`src/rtl/mem_pkg.sv`:
```
// Shared definitions for the handshaked MIPS memory-access stage.
package mem_pkg;

  // Memory op codes (any other aluop value is a non-memory op)
  localparam logic [7:0] OP_LB  = 8'hE0;
  localparam logic [7:0] OP_LBU = 8'hE4;
  localparam logic [7:0] OP_LH  = 8'hE1;
  localparam logic [7:0] OP_LHU = 8'hE5;
  localparam logic [7:0] OP_LW  = 8'hE3;
  localparam logic [7:0] OP_LL  = 8'hF0;
  localparam logic [7:0] OP_SB  = 8'hE8;
  localparam logic [7:0] OP_SH  = 8'hE9;
  localparam logic [7:0] OP_SW  = 8'hEB;
  localparam logic [7:0] OP_SC  = 8'hF8;

  // Exception codes reported on exc_o
  localparam logic [1:0] EXC_NONE = 2'b00;
  localparam logic [1:0] EXC_ADEL = 2'b01;
  localparam logic [1:0] EXC_ADES = 2'b10;
  localparam logic [1:0] EXC_BUS  = 2'b11;

  typedef enum logic [1:0] {ST_IDLE, ST_BUS, ST_DONE} state_t;
  typedef enum logic [1:0] {SZ_NONE, SZ_BYTE, SZ_HALF, SZ_WORD} size_t;

  // Registered write-side bus payload, held stable while in BUS
  typedef struct packed {
    logic        we;
    logic [3:0]  sel;
    logic [31:0] wdata;
  } bus_lanes_t;

  // Access size of an op; SZ_NONE marks a non-memory op
  function automatic size_t op_size(input logic [7:0] op);
    size_t sz;
    sz = SZ_NONE;
    case (op)
      OP_LB, OP_LBU, OP_SB:        sz = SZ_BYTE;
      OP_LH, OP_LHU, OP_SH:        sz = SZ_HALF;
      OP_LW, OP_LL, OP_SW, OP_SC:  sz = SZ_WORD;
      default:                     sz = SZ_NONE;
    endcase
    return sz;
  endfunction

  function automatic logic op_is_store(input logic [7:0] op);
    return (op == OP_SB) || (op == OP_SH) || (op == OP_SW) || (op == OP_SC);
  endfunction

  // Byte enables for an access; little-endian map, mirrored for big-endian
  function automatic logic [3:0] lane_sel(input size_t sz, input logic [1:0] off,
                                          input logic big_endian);
    logic [3:0] s;
    s = 4'b0000;
    case (sz)
      SZ_BYTE: s = 4'b0001 << off;
      SZ_HALF: s = off[1] ? 4'b1100 : 4'b0011;
      SZ_WORD: s = 4'b1111;
      default: s = 4'b0000;
    endcase
    if (big_endian) s = {s[0], s[1], s[2], s[3]};
    return s;
  endfunction

endpackage

```
`src/rtl/mem_stage_hs_lane_fmt.sv`:
```
// Lane steering: byte enables, store replication, load extraction/extension, misalignment.
module mem_lane_fmt
  import mem_pkg::*;
#(
  parameter bit BIG_ENDIAN = 1'b1
) (
  input  logic [7:0]  aluop,
  input  logic [1:0]  off,
  input  logic [31:0] reg2,
  input  logic [31:0] rdata,
  output logic [3:0]  sel,
  output logic [31:0] wdata,
  output logic [31:0] ldata,
  output logic        misalign
);

  size_t      sz;
  logic [1:0] boff;
  logic       hsel;
  logic [7:0] byte_v;
  logic [15:0] half_v;

  // Combinational lane formatting for both directions
  always_comb begin
    sz       = op_size(aluop);
    sel      = lane_sel(sz, off, BIG_ENDIAN);
    boff     = BIG_ENDIAN ? ~off : off;
    hsel     = BIG_ENDIAN ? ~off[1] : off[1];
    byte_v   = rdata[{boff, 3'b000} +: 8];
    half_v   = hsel ? rdata[31:16] : rdata[15:0];
    wdata    = reg2;
    ldata    = 32'h0;
    misalign = 1'b0;
    case (sz)
      SZ_BYTE: wdata = {4{reg2[7:0]}};
      SZ_HALF: wdata = {2{reg2[15:0]}};
      default: wdata = reg2;
    endcase
    case (aluop)
      OP_LB:        ldata = {{24{byte_v[7]}}, byte_v};
      OP_LBU:       ldata = {24'h0, byte_v};
      OP_LH:        ldata = {{16{half_v[15]}}, half_v};
      OP_LHU:       ldata = {16'h0, half_v};
      OP_LW, OP_LL: ldata = rdata;
      default:      ldata = 32'h0;
    endcase
    case (sz)
      SZ_HALF: misalign = off[0];
      SZ_WORD: misalign = (off != 2'b00);
      default: misalign = 1'b0;
    endcase
  end

endmodule

```
`src/rtl/mem_stage_hs.sv`:
```
// MIPS MEM stage with a req/ack data-bus handshake, LL/SC link bit and bus timeout.
module mem_stage_hs
  import mem_pkg::*;
#(
  parameter int unsigned ADDR_W     = 32,
  parameter bit          BIG_ENDIAN = 1'b1,
  parameter int unsigned TIMEOUT    = 255
) (
  input  logic              clk,
  input  logic              reset,
  input  logic              valid_i,
  input  logic [7:0]        aluop_i,
  input  logic [ADDR_W-1:0] addr_i,
  input  logic [31:0]       reg2_i,
  input  logic [4:0]        wd_i,
  input  logic              wreg_i,
  input  logic [31:0]       wdata_i,
  input  logic              flush_i,
  input  logic              llbit_clr_i,
  output logic [4:0]        wd_o,
  output logic              wreg_o,
  output logic [31:0]       wdata_o,
  output logic              stall_req_o,
  output logic [1:0]        exc_o,
  output logic              llbit_o,
  output logic              bus_req_o,
  output logic              bus_we_o,
  output logic [ADDR_W-1:0] bus_addr_o,
  output logic [3:0]        bus_sel_o,
  output logic [31:0]       bus_wdata_o,
  input  logic              bus_ack_i,
  input  logic [31:0]       bus_rdata_i
);

  localparam int unsigned CNT_W = (TIMEOUT < 2) ? 1 : $clog2(TIMEOUT + 1);

  state_t            state;
  logic [7:0]        r_aluop;
  logic [ADDR_W-1:0] r_addr;
  logic [4:0]        r_wd;
  logic              r_wreg;
  bus_lanes_t        r_lanes;
  logic [31:0]       r_rdata;
  logic              r_flushed;
  logic              r_tmo;
  logic [CNT_W-1:0]  cnt;
  logic              llbit;

  logic [7:0]  fmt_op;
  logic [1:0]  fmt_off;
  logic [3:0]  fmt_sel;
  logic [31:0] fmt_wdata;
  logic [31:0] fmt_ldata;
  logic        fmt_misalign;

  logic is_mem;
  logic sc_fail;
  logic accept;
  logic tmo_hit;
  logic kill;

  // Formatter sees live inputs while idle, the latched request afterwards
  assign fmt_op  = (state == ST_IDLE) ? aluop_i : r_aluop;
  assign fmt_off = (state == ST_IDLE) ? addr_i[1:0] : r_addr[1:0];

  mem_lane_fmt #(.BIG_ENDIAN(BIG_ENDIAN)) u_fmt (
    .aluop    (fmt_op),
    .off      (fmt_off),
    .reg2     (reg2_i),
    .rdata    (r_rdata),
    .sel      (fmt_sel),
    .wdata    (fmt_wdata),
    .ldata    (fmt_ldata),
    .misalign (fmt_misalign)
  );

  // Request decode in IDLE and bus-cycle events
  assign is_mem  = (op_size(aluop_i) != SZ_NONE);
  assign sc_fail = (aluop_i == OP_SC) && !llbit;
  assign accept  = valid_i && !flush_i && is_mem && !fmt_misalign && !sc_fail;
  assign tmo_hit = (TIMEOUT != 0) && (cnt == CNT_W'(TIMEOUT - 1));
  assign kill    = r_flushed || flush_i;
  assign llbit_o = llbit;

  // State, latched request, timeout counter and link bit
  always_ff @(posedge clk) begin
    if (reset) begin
      state     <= ST_IDLE;
      r_aluop   <= 8'h0;
      r_addr    <= '0;
      r_wd      <= 5'h0;
      r_wreg    <= 1'b0;
      r_lanes   <= '0;
      r_rdata   <= 32'h0;
      r_flushed <= 1'b0;
      r_tmo     <= 1'b0;
      cnt       <= '0;
      llbit     <= 1'b0;
    end else begin
      case (state)
        ST_IDLE: begin
          if (accept) begin
            r_aluop   <= aluop_i;
            r_addr    <= addr_i;
            r_wd      <= wd_i;
            r_wreg    <= wreg_i;
            r_lanes   <= '{we: op_is_store(aluop_i), sel: fmt_sel, wdata: fmt_wdata};
            r_flushed <= 1'b0;
            r_tmo     <= 1'b0;
            cnt       <= '0;
            state     <= ST_BUS;
          end
        end
        ST_BUS: begin
          if (flush_i) r_flushed <= 1'b1;
          if (bus_ack_i) begin
            r_rdata <= bus_rdata_i;
            state   <= ST_DONE;
          end else if (tmo_hit) begin
            r_tmo <= 1'b1;
            state <= ST_DONE;
          end else begin
            cnt <= cnt + CNT_W'(1);
          end
        end
        ST_DONE: state <= ST_IDLE;
        default: state <= ST_IDLE;
      endcase
      if (llbit_clr_i) begin
        llbit <= 1'b0;
      end else if (state == ST_BUS && bus_ack_i && !kill) begin
        if (r_aluop == OP_LL)      llbit <= 1'b1;
        else if (r_aluop == OP_SC) llbit <= 1'b0;
      end
    end
  end

  // Outputs: zero-latency pass-through in IDLE, register-driven in BUS/DONE
  always_comb begin
    wd_o        = 5'h0;
    wreg_o      = 1'b0;
    wdata_o     = 32'h0;
    stall_req_o = 1'b0;
    exc_o       = EXC_NONE;
    bus_req_o   = 1'b0;
    bus_we_o    = 1'b0;
    bus_addr_o  = '0;
    bus_sel_o   = 4'h0;
    bus_wdata_o = 32'h0;
    case (state)
      ST_IDLE: begin
        if (valid_i && !flush_i) begin
          if (!is_mem) begin
            wd_o    = wd_i;
            wreg_o  = wreg_i;
            wdata_o = wdata_i;
          end else if (fmt_misalign) begin
            wd_o  = wd_i;
            exc_o = op_is_store(aluop_i) ? EXC_ADES : EXC_ADEL;
          end else if (sc_fail) begin
            wd_o   = wd_i;
            wreg_o = wreg_i;
          end else begin
            stall_req_o = 1'b1;
          end
        end
      end
      ST_BUS: begin
        stall_req_o = 1'b1;
        bus_req_o   = 1'b1;
        bus_we_o    = r_lanes.we;
        bus_addr_o  = {r_addr[ADDR_W-1:2], 2'b00};
        bus_sel_o   = r_lanes.sel;
        bus_wdata_o = r_lanes.wdata;
      end
      ST_DONE: begin
        wd_o = r_wd;
        if (r_flushed) begin
          wreg_o = 1'b0;
        end else if (r_tmo) begin
          exc_o = EXC_BUS;
        end else if (r_aluop == OP_SC) begin
          wreg_o  = r_wreg;
          wdata_o = 32'h1;
        end else begin
          wreg_o  = r_lanes.we ? 1'b0 : r_wreg;
          wdata_o = fmt_ldata;
        end
      end
      default: ;
    endcase
  end

endmodule

```
`config.mk`:
```
export PLATFORM = sky130hd
export DESIGN_NAME = mem_stage_hs
export DESIGN_NICKNAME = d
export VERILOG_FILES = /design/src/rtl/mem_pkg.sv /design/src/rtl/mem_stage_hs_lane_fmt.sv /design/src/rtl/mem_stage_hs.sv
export SDC_FILE = /design/constraint.sdc
export NUM_CORES = 1
export LEC_CHECK = 0
export ABC_AREA = 1
export BUFFER_PORTS_ARGS = -buffer_cell sky130_fd_sc_hd__buf_4
export CAP_MARGIN = 20
export CORE_ASPECT_RATIO = 0.5
export CORE_MARGIN = 5
export CORE_UTILIZATION = 40
export DETAILED_ROUTE_END_ITERATION = 12
export HOLD_SLACK_MARGIN = 0.06
export PLACE_DENSITY = 0.67
export SYNTH_ARGS = -nofsm -noshare
export SYNTH_HDL_FRONTEND = slang
export SYNTH_SLANG_ARGS = --single-unit
```
`constraint.sdc`:
```
create_clock -name clk -period 5.8 [get_ports clk]
set_clock_uncertainty 0.1 [all_clocks]
set_input_delay 0.29 -clock clk [delete_from_list [all_inputs] [get_ports clk]]
set_output_delay 0.29 -clock clk [all_outputs]
set_load 0.02 [all_outputs]
```
**After elaboration in Yosys (flattened, before gate mapping)**

Cells that the tools add are included.

- Flip-flop bits (word level): 128
- Input bits: 148
- Output and inout bits: 112
- Logic and storage cells: 150

- Add/subtract/negate cells: 1
- Equality and inequality tests: 34
- Shifts and indexed selects: 2
- Multiplexer cells: 63
- Bitwise gates (word level): 1
- Reduce and logical (&&, ||, !) cells: 36

Operator list:

| operator | number |
|---|---|
| $mux 32 | 7 |
| $eq 8x8->1 const B | 23 |
| $pmux 32 s5 | 1 |
| $pmux 32 s2 | 2 |
| $mux 8 | 4 |
| $shiftx 32x6->8 | 1 |
| $mux 1 | 20 |
| $mux 2 | 10 |
| $mux 5 | 4 |
| $mux 16 | 1 |
| $pmux 8 s2 | 1 |
| $pmux 2 s3 | 2 |
| $pmux 4 s3 | 1 |
| $reduce_or 3->1 | 4 |
| $ne 2x2->1 const B | 5 |
| $pmux 1 s2 | 5 |
| $pmux 5 s2 | 1 |
| $add 8x1->8 const B | 1 |
| $mux 4 | 2 |
| $pmux 2 s2 | 2 |
| $reduce_and 2->1 | 4 |
| $reduce_and 4->1 | 2 |
| $reduce_bool 2->1 | 4 |
| $reduce_or 4->1 | 2 |
| other kinds (11) | 28 |

**Depth between registers and ports, before layout**

- Depth in word-level cells: 12
- Mapped depth: 22
- Gate-level depth less buffers: 19

**Cells and area by module**

Synthesis repeated with hierarchy kept, for this count alone.

- Cell total of the unflattened synthesis: 1374
- Area total of the unflattened synthesis: 8040.2 um^2

By module, submodules not included:

| module | instances | cells an instance | area an instance (um^2) |
|---|---|---|---|
| mem_stage_hs | 1 | 1028 | 6341.1 |
| mem_lane_fmt | 1 | 346 | 1699.1 |

**Least setup slack after synthesis**

OpenSTA, ideal clock, no wires.

- Kind: register to output
- Start point: register state[1]
- End point: output exc_o[1]
- Arrival: 2604 ps
- Setup slack: 2806 ps
- Cell stages (with the launch flop): 18
- Path through: dfxtp_1 > inv_1 > nand2_2 > nand3_1 > nand2_1 > nand2_1 > inv_2 > nand2_1 > nand2_4 > nor2_2 > nand3_1 > inv_1 > ha_1 > clkbuf_1 > nand2_1 > a21oi_1 > nand2_2 > o31ai_1

- Word-level cells in the longest chain between the ends: 11

Ends and longest elaborated chain:

| item | line | text |
|---|---|---|
| from (decl) | mem_stage_hs.sv:37 | `state_t state;` |
| from (signal assigned) | mem_stage_hs.sv:88 | `state <= ST_IDLE;` |
| from (signal assigned) | mem_stage_hs.sv:111 | `state <= ST_BUS;` |
| from (signal assigned) | mem_stage_hs.sv:118 | `state <= ST_DONE;` |
| $logic_not 2->1 | mem_stage_hs.sv:63, mem_stage_hs.sv:64, mem_stage_hs.sv:150 |  |
| $mux 8 | mem_stage_hs.sv:63 | `assign fmt_op = (state == ST_IDLE) ? aluop_i : r_aluop;` |
| $eq 8x8->1 | mem_pkg.sv:36 | `case (op)` |
| $reduce_or 4->1 or $reduce_or 3->1 (tied branches) | mem_pkg.sv:36 |  |
| $pmux 2 s3 | mem_pkg.sv:36 |  |
| $eq 2x2->1 | mem_stage_hs_lane_fmt.sv:47 | `case (sz)` |
| $pmux 1 s2 | mem_stage_hs_lane_fmt.sv:47 |  |
| $mux 2 | mem_stage_hs.sv:157 | `end else if (fmt_misalign) begin` |
| $mux 2 | mem_stage_hs.sv:153 | `if (!is_mem) begin` |
| $mux 2 | mem_stage_hs.sv:152 | `if (valid_i && !flush_i) begin` |
| $pmux 2 s2 (*) | mem_stage_hs.sv:150 | `case (state)` |
| to (decl) | mem_stage_hs.sv:24 | `output logic [1:0] exc_o,` |

Every way passes the cells marked *; elsewhere a longest branch is shown, timed or not.

**Worst setup path in the final report**

- Start point: register state[0]
- End point: output stall_req_o

- Word-level cells in the longest chain between the ends: 11

Ends and longest elaborated chain:

| item | line | text |
|---|---|---|
| $logic_not 2->1 | mem_stage_hs.sv:63, mem_stage_hs.sv:64, mem_stage_hs.sv:150 |  |
| $mux 8 | mem_stage_hs.sv:63 |  |
| $eq 8x8->1 | mem_pkg.sv:36 |  |
| $reduce_or 4->1 or $reduce_or 3->1 (tied branches) | mem_pkg.sv:36 |  |
| $pmux 2 s3 | mem_pkg.sv:36 |  |
| $eq 2x2->1 | mem_stage_hs_lane_fmt.sv:47 |  |
| $pmux 1 s2 | mem_stage_hs_lane_fmt.sv:47 |  |
| $mux 1 | mem_stage_hs.sv:157 |  |
| $mux 1 | mem_stage_hs.sv:153 |  |
| $mux 1 | mem_stage_hs.sv:152 |  |
| $pmux 1 s2 (*) | mem_stage_hs.sv:150 |  |
| to (decl) | mem_stage_hs.sv:23 | `output logic stall_req_o,` |

Marked as above.

==> metrics.md <==
| Metric | Value |
|---|---|
| Dpl hpwl | `18000 um` |
| Place WS | `1.33 ns` |
| Commonest non-fill, non-tap cell in the layout | `nand2_1` |
| Synth Flop Type | `dfxtp_1` |
| Ant diodes | `0` |
| Die height | `104 um` |
| Max-slew violations | `0` |
| Gr usage total | `23.3%` |
| Seq/Total Area, Yosys | `35.9%` |
| Combinational power share | `11.4%` |
| # H-tree levels | `4` |
| Pwr Density | `209 nW/um2` |
| CP Capture Type | `output port` |
| # rows | `34` |
| HP Start | `bus_rdata_i[18]` |
| Routed Antenna Nets | `0` |
| Overflow after GRT | `0` |
| Worst Hold Class | `in2reg` |
| Die W | `199 um` |
| Slew of the pin with the lowest slew margin | `0.839 ns` |
| Post-synth EDFFs | `0` |
| CTS Sinks | `128` |
| Share of cells above drive strength 1 | `about 21%` |
| Clock-pin transition on the worst setup and hold timing paths | `approximately 0.06 ns` |
| Core Util, Final | `approximately three fifths` |
| Minimum clock period | `about 4.8 ns` |
| Worst VDD drop | `0.000215 V` |
| Post_cts resized | `0` |
| Synthesized flop and latch total | `about 130` |
| Setup slack, reg-to-reg | `between 1 and 1.5 ns` |
| Ys Warns | `0` |
| RD Place Congestion | `0.902` |
| CP max FO | `55` |
| WL per Instance | `14.9 um` |
| TritonRoute pass-1 iters | `6` |
| Fin nets | `1591` |
| Cell mode on critical path | `nand2_1` |
| Sequential power share | `41.2%` |
| R2R Path End | `r_aluop[3]$_SDFFE_PP0P_` |
| TritonCTS clock tree | `built` |
| Port Buffer Count | `~260` |
| First-pass GRT wire length | `39700 um` |
| Slowest stage cell, crit path | `buf_4` |
| Cell Area, Synth | `7140 um2` |
| Vias in the first global route | `8032` |
| Max-slew headroom | `44.1%` |
| Final TNS setup | `0 ns` |
| Die ar. | `20800 um2` |
| RSZ-0062 raised after global routing | `false` |
| Asr flop ratio synth | `0%` |
| Switching share of power | `26.4%` |
| Setup crit start kind | `flip-flop` |
| Post-route DRC | `0` |
| Setup CP Type | `reg2out` |
| Power Internal | `between 1500 and 2000 uW` |
| Worst hold slack | `0.0618 ns` |
| DRT iter0 DRCs | `around 530` |
| CP Cell Sequence | `nor2_4 -> o21ai_1 -> nand2_1 -> inv_2 -> nand2_1 -> nand2_4 -> nor2_2 -> nand3_1 -> inv_1 -> ha_1 -> nand2_1 -> a21oi_1 -> nand2_2 -> nand3_4 -> buf_4 -> nand2_1 -> buf_4` |
| Tcrit/Tclk final | `82.5%` |
| Max clock buf depth | `2` |
| Total power | `2150 uW` |
| Core Area | `17400 um2` |
| Sink of the worst hold path | `r_rdata[18]$_SDFFE_PP0P_` |
| Max cap viols | `0` |
| Gate Count Post-Synth | `1158` |
| Library cells used by synthesis | `38` |
| Max frequency | `0.209 GHz` |
| Worst EP arrival | `4.40 ns` |
| Layout overhead on the synthesized area | `44.1%` |
| Commonest cells after routing, fill and taps aside | `331 x nand2_1, 263 x buf_4, 162 x inv_1` |
| Slowest stage delay, CP | `0.53 ns` |
| Vias per cell | `4.94` |
| Total CTS buffers | `17` |
| Synth Area per Inst | `a little over 6 um2` |
| Final Setup Violations | `0` |
| Io pins | `260` |
| Vias | `8327` |
| Initial Util | `40.9%` |
| Worst R2R Path Depth | `17` |
| Clock Tree Root | `clkbuf_16` |
| CP required | `around 5.4 ns` |
| Final hold violation count | `0` |
| FF-to-FF Start | `state[0]$_SDFFE_PP0P_` |
| Worst hold path depth | `3` |
| Switch Pwr | `568 uW` |
| Final WS setup | `1.01 ns` |
| Status | `finished clean` |
| Clk network pwr share | `47.4%` |
| Leakage | `0.00431 uW` |
| Clock Latency Late Sink | `around 0.41 ns` |
| Total Wirelength | `25100 um` |
| Setup repair bufs after CTS | `0` |
| Antenna violations before repair | `0` |
| Largest net degree at the start of global routing | `80` |
[worst max-delay path: cells and delay by family (launching register included)]
kind,cells,cell delay [ns]
flops,1,0.35
fa+ha+maj,1,0.44
buf+inv,4,0.92
simple gates,10,1.88
compound gates,2,0.34
[worst max-delay path by stage]
stage / start / endpoint / slack, ns / cells past startpoint
6_report: state[0]$_SDFFE_PP0P_ / stall_req_o / 1.01 / 17
3_5_place_dp: state[0]$_SDFFE_PP0P_ / r_lanes[33]$_SDFFE_PP0P_ / 1.33 / 17
4_1_cts: state[0]$_SDFFE_PP0P_ / stall_req_o / 1.06 / 17
5_1_grt: state[0]$_SDFFE_PP0P_ / stall_req_o / 0.64 / 17
3_3_place_gp: state[0]$_SDFFE_PP0P_ / r_aluop[4]$_SDFFE_PP0P_ / 1.52 / 17
2_1_floorplan: state[1]$_SDFFE_PP0P_ / exc_o[1] / 2.81 / 17
[kinds of logic (layout without fill, tap and decap cells)]
family / count (synthesis) / count (layout) / share of synthesized area (%)
other cells: 1 / 2 / 0.0525
buf+inv: 232 / 523 / 13.1
flops: 128 / 128 / 35.9
fa+ha+maj: 6 / 6 / 1.05
simple gates: 503 / 503 / 28.1
xor+xnor: 6 / 6 / 0.736
compound gates: 282 / 282 / 21.0
[per-stage QoR]
step | cells | instance area [um2]
final | 1684 | 10300
after global routing | 1684 | 10300
after CTS | 1683 | 10300
after detailed placement | 1591 | 9100
after global placement | 1591 | 9100
after floorplan | 1159 | 7140
[power groups by stage]
| stage | logic [uW] | clock network, uW | registers, uW |
|---|---|---|---|
| 6_report | 245 | 1020 | 884 |
| 5_1_grt | 268 | 1080 | 884 |
| 4_1_cts | 243 | 1040 | 884 |
| 3_5_place_dp | 209 | 0 | 904 |
| 3_3_place_gp | 209 | 0 | 904 |
| 2_1_floorplan | 90.4 | 0 | 903 |
[cell usage after synthesis (3+ instances only)]
master | number | share of area, %
buf_4 | 4 | 0.42
buf_2 | 12 | 0.84
buf_1 | 4 | 0.21
inv_1 | 163 | 8.6
nand3_1 | 38 | 2.7
nand2_1 | 331 | 17
nand4_1 | 5 | 0.44
xor2_1 | 4 | 0.49
buf_6 | 5 | 0.79
ha_1 | 6 | 1.1
nor2_1 | 110 | 5.8
o21ai_1 | 3 | 0.21
nand2_2 | 4 | 0.35
a31oi_1 | 5 | 0.44
a21oi_1 | 126 | 8.8
clkbuf_1 | 40 | 2.1
o22ai_1 | 5 | 0.44
nor3_1 | 8 | 0.56
o221ai_1 | 4 | 0.49
o21ai_0 | 118 | 8.3
dfxtp_1 | 128 | 36
o2111ai_1 | 4 | 0.49
o211ai_1 | 9 | 0.95
[final cells by class]
class                   instances  area, um2
fillers                      1707       7150
multi-input cells             799       3650
repair buffers                324       2600
flip-flops and latches        128       2560
inverters                     167        627
clock buffers                  18        439
well taps                     234        293
clock inverters                14        123
[flip-flops by register name (all words and copies together), names as in the netlist, 2 cells and up]
name     count
cnt          8
r_addr      32
r_aluop      8
r_lanes     37
r_rdata     32
r_wd         5
state        2
[what timing repair did]
item | in CTS | in global routing
hold buffers | 60 | 0
endpoints found under the hold margin | 60 | 0
setup endpoints to repair | 0 | 0
[layer usage]
layer	up-vias	part of all wire, %	track usage (%)
met5	-	0	0
met4	0	1.8	6.24
met3	39	6.5	5.02
met2	277	47	39.1
met1	3789	45	30.3
li1	4222	-	-
Note: power is estimated with default switching activity, not from simulation.
